## src/rtl/vram_arbiter.sv

```systemverilog
// Arbitrates VRAM port A between the CPU bus and the fill/clear DMA engine.
// Optional VRAM_ARB_CPU_PRIO_EN: CPU always wins a tie instead of round-robin.
module vram_arbiter #(
  parameter int unsigned ADDR_W = 16,
  parameter int unsigned DATA_W = 8
) (
  input  logic              mclk,
  input  logic              clr,
  input  logic              cpu_req,
  input  logic              cpu_we,
  input  logic [ADDR_W-1:0] cpu_addr,
  input  logic [DATA_W-1:0] cpu_wdata,
  output logic              cpu_gnt,
  output logic              cpu_rvalid,
  output logic [DATA_W-1:0] cpu_rdata,
  input  logic              dma_req,
  input  logic              dma_we,
  input  logic [ADDR_W-1:0] dma_addr,
  input  logic [DATA_W-1:0] dma_wdata,
  output logic              dma_gnt,
  output logic              dma_rvalid,
  output logic [DATA_W-1:0] dma_rdata,
  output logic              vram_we,
  output logic [ADDR_W-1:0] vram_addr,
  output logic [DATA_W-1:0] vram_din,
  input  logic [DATA_W-1:0] vram_dout,
  output logic              busy
);

  typedef enum logic [1:0] {
    ST_IDLE      = 2'd0,
    ST_ISSUE_CPU = 2'd1,
    ST_ISSUE_DMA = 2'd2
  } state_e;

  state_e              state_q, state_d;
  logic                last_dma_q, last_dma_d;
  logic                cpu_gnt_q, cpu_gnt_d;
  logic                dma_gnt_q, dma_gnt_d;
  logic                vram_we_q, vram_we_d;
  logic [ADDR_W-1:0]   vram_addr_q, vram_addr_d;
  logic [DATA_W-1:0]   vram_din_q, vram_din_d;
  logic                tag_a_vld_q, tag_a_vld_d;
  logic                tag_a_dma_q, tag_a_dma_d;
  logic                tag_b_vld_q, tag_b_vld_d;
  logic                tag_b_dma_q, tag_b_dma_d;
  logic                cpu_rvalid_q, cpu_rvalid_d;
  logic [DATA_W-1:0]   cpu_rdata_q, cpu_rdata_d;
  logic                dma_rvalid_q, dma_rvalid_d;
  logic [DATA_W-1:0]   dma_rdata_q, dma_rdata_d;
  logic                busy_q, busy_d;
  logic                cpu_elig, dma_elig;

  // Arbitration, issue register load and read-return routing
  always_comb begin
    state_d      = ST_IDLE;
    last_dma_d   = last_dma_q;
    cpu_gnt_d    = 1'b0;
    dma_gnt_d    = 1'b0;
    vram_we_d    = 1'b0;
    vram_addr_d  = vram_addr_q;
    vram_din_d   = vram_din_q;
    tag_a_vld_d  = 1'b0;
    tag_a_dma_d  = 1'b0;
    tag_b_vld_d  = tag_a_vld_q;
    tag_b_dma_d  = tag_a_dma_q;
    cpu_rvalid_d = 1'b0;
    cpu_rdata_d  = cpu_rdata_q;
    dma_rvalid_d = 1'b0;
    dma_rdata_d  = dma_rdata_q;

    // A requester being granted this cycle must not be issued twice
    cpu_elig = cpu_req && (state_q != ST_ISSUE_CPU);
    dma_elig = dma_req && (state_q != ST_ISSUE_DMA);

    if (cpu_elig && dma_elig) begin
`ifdef VRAM_ARB_CPU_PRIO_EN
      state_d = ST_ISSUE_CPU;
`else
      state_d = last_dma_q ? ST_ISSUE_CPU : ST_ISSUE_DMA;
`endif
    end else if (cpu_elig) begin
      state_d = ST_ISSUE_CPU;
    end else if (dma_elig) begin
      state_d = ST_ISSUE_DMA;
    end

    case (state_d)
      ST_ISSUE_CPU: begin
        cpu_gnt_d   = 1'b1;
        last_dma_d  = 1'b0;
        vram_we_d   = cpu_we;
        vram_addr_d = cpu_addr;
        vram_din_d  = cpu_wdata;
        tag_a_vld_d = ~cpu_we;
      end
      ST_ISSUE_DMA: begin
        dma_gnt_d   = 1'b1;
        last_dma_d  = 1'b1;
        vram_we_d   = dma_we;
        vram_addr_d = dma_addr;
        vram_din_d  = dma_wdata;
        tag_a_vld_d = ~dma_we;
        tag_a_dma_d = 1'b1;
      end
      default: ;
    endcase

    // BRAM output is valid while the second tag stage is occupied
    if (tag_b_vld_q) begin
      if (tag_b_dma_q) begin
        dma_rvalid_d = 1'b1;
        dma_rdata_d  = vram_dout;
      end else begin
        cpu_rvalid_d = 1'b1;
        cpu_rdata_d  = vram_dout;
      end
    end

    busy_d = (state_d != ST_IDLE) || tag_a_vld_d || tag_b_vld_d;
  end

  always_ff @(posedge mclk) begin
    if (clr) begin
      state_q      <= ST_IDLE;
      last_dma_q   <= 1'b1;
      cpu_gnt_q    <= 1'b0;
      dma_gnt_q    <= 1'b0;
      vram_we_q    <= 1'b0;
      vram_addr_q  <= '0;
      vram_din_q   <= '0;
      tag_a_vld_q  <= 1'b0;
      tag_a_dma_q  <= 1'b0;
      tag_b_vld_q  <= 1'b0;
      tag_b_dma_q  <= 1'b0;
      cpu_rvalid_q <= 1'b0;
      cpu_rdata_q  <= '0;
      dma_rvalid_q <= 1'b0;
      dma_rdata_q  <= '0;
      busy_q       <= 1'b0;
    end else begin
      state_q      <= state_d;
      last_dma_q   <= last_dma_d;
      cpu_gnt_q    <= cpu_gnt_d;
      dma_gnt_q    <= dma_gnt_d;
      vram_we_q    <= vram_we_d;
      vram_addr_q  <= vram_addr_d;
      vram_din_q   <= vram_din_d;
      tag_a_vld_q  <= tag_a_vld_d;
      tag_a_dma_q  <= tag_a_dma_d;
      tag_b_vld_q  <= tag_b_vld_d;
      tag_b_dma_q  <= tag_b_dma_d;
      cpu_rvalid_q <= cpu_rvalid_d;
      cpu_rdata_q  <= cpu_rdata_d;
      dma_rvalid_q <= dma_rvalid_d;
      dma_rdata_q  <= dma_rdata_d;
      busy_q       <= busy_d;
    end
  end

  assign cpu_gnt    = cpu_gnt_q;
  assign dma_gnt    = dma_gnt_q;
  assign vram_we    = vram_we_q;
  assign vram_addr  = vram_addr_q;
  assign vram_din   = vram_din_q;
  assign cpu_rvalid = cpu_rvalid_q;
  assign cpu_rdata  = cpu_rdata_q;
  assign dma_rvalid = dma_rvalid_q;
  assign dma_rdata  = dma_rdata_q;
  assign busy       = busy_q;

endmodule
```

## config.mk

```make
export PLATFORM = sky130hd
export DESIGN_NAME = vram_arbiter
export DESIGN_NICKNAME = d
export VERILOG_FILES = /design/src/rtl/vram_arbiter.sv
export SDC_FILE = /design/constraint.sdc
export NUM_CORES = 1
export LEC_CHECK = 0
export CAP_MARGIN = 40
export CORE_UTILIZATION = 39
export CTS_CLUSTER_DIAMETER = 80
export DETAILED_ROUTE_END_ITERATION = 10
export PLACE_DENSITY = 0.82
export SYNTH_ARGS = -nofsm -noshare
export SYNTH_HDL_FRONTEND = slang
export SYNTH_SLANG_ARGS = --single-unit
```

## constraint.sdc

```tcl
create_clock -name mclk -period 2 [get_ports mclk]
set_clock_uncertainty 0.05 [all_clocks]
set_input_delay 0.3 -clock mclk [delete_from_list [all_inputs] [get_ports mclk]]
set_output_delay 0.3 -clock mclk [all_outputs]
set_load 0.05 [all_outputs]
```

# After elaboration in Yosys (flattened, before gate mapping)
# Cells that the tools add are included.
dict set report totals {
  wordCells 46
  inputBits 62
  register_bits 52
  out_inout_bits 46
}
dict set report classes {
  muxes 13
  n_reduce_logical 10
  n_eq_ne 4
  bitwise 4
}
# op count
set ops {}
lappend ops {{$pmux 16 s2} 1}
lappend ops {{$pmux 8 s2} 1}
lappend ops {{$mux 2} 4}
lappend ops {{$pmux 1 s2} 3}
lappend ops {{$mux 1} 4}
lappend ops {{$not 1->1} 4}
lappend ops {{$reduce_and 2->1} 2}
lappend ops {{$reduce_bool 2->1} 2}
lappend ops {{$logic_and 1x1->1} 3}
lappend ops {{$eq 2x1->1 const B} 1}
lappend ops {{$eq 2x2->1 const B} 1}
lappend ops {{$logic_or 1x1->1} 2}
lappend ops {{$ne 2x1->1 const B} 1}
lappend ops {{$ne 2x2->1 const B} 1}
lappend ops {{$reduce_or 2->1} 1}

# Logic depth before layout (Yosys ltp)
# Gate-level depths: netlist of run 1.
dict set report logic_depth {
  word_depth 9
  mapped_depth 8
  mapped_depth_nobuf 6
}

# Worst setup path after synthesis of run 1
# No wires, ideal clock.
dict set report synth_timing {
  path_type {register -> register}
  start {reg last_dma_q}
  end {reg vram_addr_q[10], in the netlist vram_addr[10]}
  slack_ns 0.173
  path_stages_with_launch 9
  synth_period_minus_slack_ns 1.827
  arrival_time_ns 1.692
  setup_time_ns 0.086
  path_buffers 3
  t_required_ns 1.864
  path_cell_list {dfxtp_1 > nand2_1 > maj3_1 > nand2_1 > ha_1 > buf_2 > buf_2 > buf_2 > a211oi_1}
}
dict set report synth_via {
  elab_chain_cells 4
  elab_cells_between_ends 6
  cone_classes {2 x eq/ne; 3 x mux; 1 x reduce/logical}
}
# item line
set synth_rtl {}
lappend synth_rtl {{start: declaration} 37} ;# logic last_dma_q, last_dma_d;
lappend synth_rtl {{start signal: assignment} 143} ;# last_dma_q <= last_dma_d;
lappend synth_rtl {{$mux 2 *} 80} ;# state_d = last_dma_q ? ST_ISSUE_CPU : ST_ISSUE_DMA;
lappend synth_rtl {{$mux 2 *} 76} ;# if (cpu_elig && dma_elig) begin
lappend synth_rtl {{$eq 2x2->1 or $eq 2x1->1 (tied branches)} 88} ;# case (state_d)
lappend synth_rtl {{$pmux 16 s2 or $reduce_bool 2->1 (tied branches)} n/a}
lappend synth_rtl {{end signal: assignment} 147} ;# vram_addr_q <= vram_addr_d;
lappend synth_rtl {{end: declaration} 41} ;# logic [ADDR_W-1:0] vram_addr_q, vram_addr_d;
# Mark *: on every way between the ends. The rest lies on a longest branch, timed or not.
# A chain may end at the register's enable or synchronous reset.

# Final worst setup path of run 1
dict set report layout_timing {
  start {in dma_req}
  end {reg last_dma_q}
}
dict set report layout_via {
  elab_chain_cells 6
  elab_cells_between_ends 9
  cone_classes {2 x eq/ne; 4 x mux; 3 x reduce/logical}
}
# item line
set layout_rtl {}
lappend layout_rtl {{start: declaration} 16} ;# input logic dma_req,
lappend layout_rtl {{$logic_and 1x1->1 *} 74} ;# dma_elig = dma_req && (state_q != ST_ISSUE_DMA);
lappend layout_rtl {{$mux 2} 84} ;# end else if (dma_elig) begin
lappend layout_rtl {{$mux 2} 82} ;# end else if (cpu_elig) begin
lappend layout_rtl {{$mux 2 *} 76}
lappend layout_rtl {{$eq 2x2->1 or $eq 2x1->1 (tied branches)} 88}
lappend layout_rtl {{$pmux 1 s2 or $reduce_bool 2->1 (tied branches)} n/a}
# Marks and branches as above.

==> flow_summary.json, run 1 <==
{
  "syn_area_per_cell_um2": 9.37,
  "die_h_um": 75.7,
  "num_vias": 1900,
  "cap_violations": 0,
  "yosys_warnings": 0,
  "reg2reg_depth": 7,
  "path_buf_inv": 2,
  "crit_chain": "clkdlybuf4s50_1 -> nand2b_1 -> maj3_2 -> nand2_1 -> ha_1 -> buf_6 -> nor2b_1 -> a211o_1",
  "die_w_um": 75.7,
  "setup_viol": 0,
  "crit_required_ps": 2140,
  "worstMarginPinSlew_ps": 534,
  "clk_pin_slew_ps": 90,
  "hpwlAfterDp_um": 3790,
  "r2r_slack_ps": 160,
  "finalHoldViolations": 0,
  "grt_pass1_vias": 1752,
  "initial_core_util": 0.410,
  "r2r-start": "last_dma_q$_SDFFE_PP1P_",
  "layout_commonest_cell": "clkdlybuf4s50_1",
  "setup_slack_ps": 56.7,
  "clk_latency_ps": 290,
  "path_max_fanout": 18,
  "synthToLayoutAreaGrowth_pct": 61.3,
  "root_buffer": "clkbuf_8",
  "pre_cts_slack_ps": -374,
  "met2_length_um": 2500,
  "placed_cell_area_um2": 3230,
  "final_cell_mix": "clkdlybuf4s50_1, dfxtp_1, nand2_1, nor2_1, mux2i_1",
  "hp-class": "primary input to flop",
  "numClockSinks": 52,
  "grt_usage": 0.184,
  "ir_drop_mv": 0.615,
  "cpLargestDelayFamily": "buffers and inverters",
  "syn_area_um2": 2120,
  "cts_hold_buf": 0,
  "highest_layer": "met4",
  "slowest_delay_ps": 500,
  "diodes": 0,
  "drt-total-wl_um": 5230,
  "rows": 26,
  "cts_tree": "built",
  "num_io_pins": 108,
  "met3_length_um": 515,
  "grt_pass1_wl_um": 7760,
  "cts_max_level": 2,
  "synth-seq-cells": 52,
  "drc_errors": 0,
  "fin_crit_sh": 0.972,
  "vias_per_cell": 4.73,
  "finalCriticalPeriod_ps": 1940,
  "ys_seq_area_frac": 0.491,
  "synthDistinctLibCells": 24,
  "slowest_stage": "clkdlybuf4s50_1",
  "antenna_found_initial": 0,
  "drtPass1Iterations": 4,
  "path_class": "primary input to flop",
  "start_kind": "primary input",
  "power.leakage_nw": 1.23,
  "arrival_ps": 2090,
  "status": "finished, final reports clean",
  "power.density_nw_per_um2": 864,
  "drtIter0Drc": 57,
  "end_kind": "flop",
  "fin_area_um2": 3420,
  "overflow": 0,
  "hold_slack_ps": 381,
  "whs_path_depth": 2,
  "final_nets": 397,
  "drt-met1-wl_um": 2180,
  "fmax_ghz": 0.515,
  "cts_setup_buffers": 0,
  "hold_start": "clr",
  "finalSetupTns_ps": 0,
  "die_area_um2": 5730,
  "slew_viol_final": 0,
  "synthesis.instances": 226,
  "maxSlewHeadroom": 0.643,
  "drive_gt1_frac": 0.0783,
  "cts-buffers-inserted": 5,
  "port_buffers": 107,
  "core_area_um2": 5170,
  "detail-route-antenna-nets": 0,
  "gp_congestion": 0.782,
  "cts_buffer_depth": 2,
  "wl_per_cell_um": 13.0,
  "syn_nets": 292,
  "grt_start_max_net_pins": 33,
  "reg2reg_to": "last_dma_q$_SDFFE_PP1P_",
  "hold_end": "tag_b_vld_q$_SDFF_PP0_"
}
==> cell usage after synthesis, drive strengths merged <==
library cell / number / area [µm²]
a211oi: 24 / 180
or2b: 1 / 7.51
a21oi: 18 / 90.1
and3b: 2 / 17.5
dfxtp: 52 / 1040
ha: 4 / 50.1
nand2b: 4 / 25.0
inv: 3 / 11.3
nand2: 28 / 105
nor2b: 5 / 31.3
nand3: 8 / 40.0
mux2i: 24 / 240
a22oi: 1 / 7.51
a211o: 1 / 8.76
maj3: 2 / 21.3
and2: 2 / 12.5
buf: 12 / 97.6
nor2: 28 / 105
clkbuf: 7 / 26.3
==> per-layer routing <==
layer,global-route usage,up-vias
met2,0.311,91
met3,0.0847,4
met4,0.0597,0
met1,0.206,830
li1,-,975
met5,0,-
==> timing repair <==
item                       CTS  global route
pin swaps                    4             9
resized for setup            2             9
cloned                       0             1
setup endpoints to repair    9            22
hold endpoints to repair     0             0
==> power by group <==
group	switching [mW]	internal (mW)	total [mW]
registers	0.0592	1.14	1.20
logic	0.612	0.445	1.06
clock network	0.324	0.370	0.694
==> cell type report <==
type | instances | area [µm²]
fill | 439 | 1760
timing repair buffer | 117 | 1190
sequential | 52 | 1040
multi-input combinational | 152 | 977
tap | 70 | 87.6
clock buffer | 5 | 68.8
clock inverter | 3 | 42.5
inverter | 3 | 11.3
==> flip-flops by register name (all words and copies together) (netlist names), 2 cells and up <==
name / flops
vram_addr: 16
cpu_rdata: 8
vram_din: 8
dma_rdata: 8
state_q: 2
==> per-stage QoR <==
step / power (mW) / cells / utilization
floorplan: 1.86 / 226 / -
global placement: 2.21 / 393 / 0.624
detailed placement: 2.23 / 393 / 0.624
CTS: 2.93 / 401 / 0.647
global route: 3.10 / 402 / 0.660
finish: 2.95 / 402 / 0.660
==> worst reg2reg max path: stages, from the launching register on <==
cell,delay (ps)
dfxtp_1,360
nand2b_1,130
maj3_2,210
nand2_1,110
ha_1,390
buf_6,200
nor2b_1,60
a211o_1,220
==> kinds of logic after synthesis <==
logic type               share of synthesized area
AND/OR/NAND/NOR                              0.162
adder cells (fa/ha/maj)                     0.0337
multiplexers                                 0.113
flip-flops                                   0.491
AO/OA/AOI/OAI                                0.135
buffers and inverters                       0.0638
==> worst max path at each step <==
stage / slack, ps / depth (start not counted) / end / startpoint
CTS: 20 / 8 / vram_addr[10]$_SDFFE_PP0P_ / cpu_req
detailed placement: -370 / 8 / vram_din[7]$_SDFFE_PP0P_ / cpu_req
global route: -10 / 8 / vram_addr[6]$_SDFFE_PP0P_ / dma_req
global placement: -260 / 8 / vram_addr[2]$_SDFFE_PP0P_ / cpu_req
floorplan: 170 / 8 / vram_addr[10]$_SDFFE_PP0P_ / last_dma_q$_SDFFE_PP1P_
finish: 60 / 8 / last_dma_q$_SDFFE_PP1P_ / dma_req
(Power assumes the default switching activity.)
==> run 2: changes to the inputs <==
--- a/config.mk
+++ b/config.mk
@@ -5,6 +5,7 @@
 export SDC_FILE = /design/constraint.sdc
 export NUM_CORES = 1
 export LEC_CHECK = 0
+export ABC_CLOCK_PERIOD_IN_PS = 2000
 export CAP_MARGIN = 40
 export CORE_UTILIZATION = 39
 export CTS_CLUSTER_DIAMETER = 80
==> results of run 2 <==
The final DEF is identical to that of run 1; final timing and power are the same.
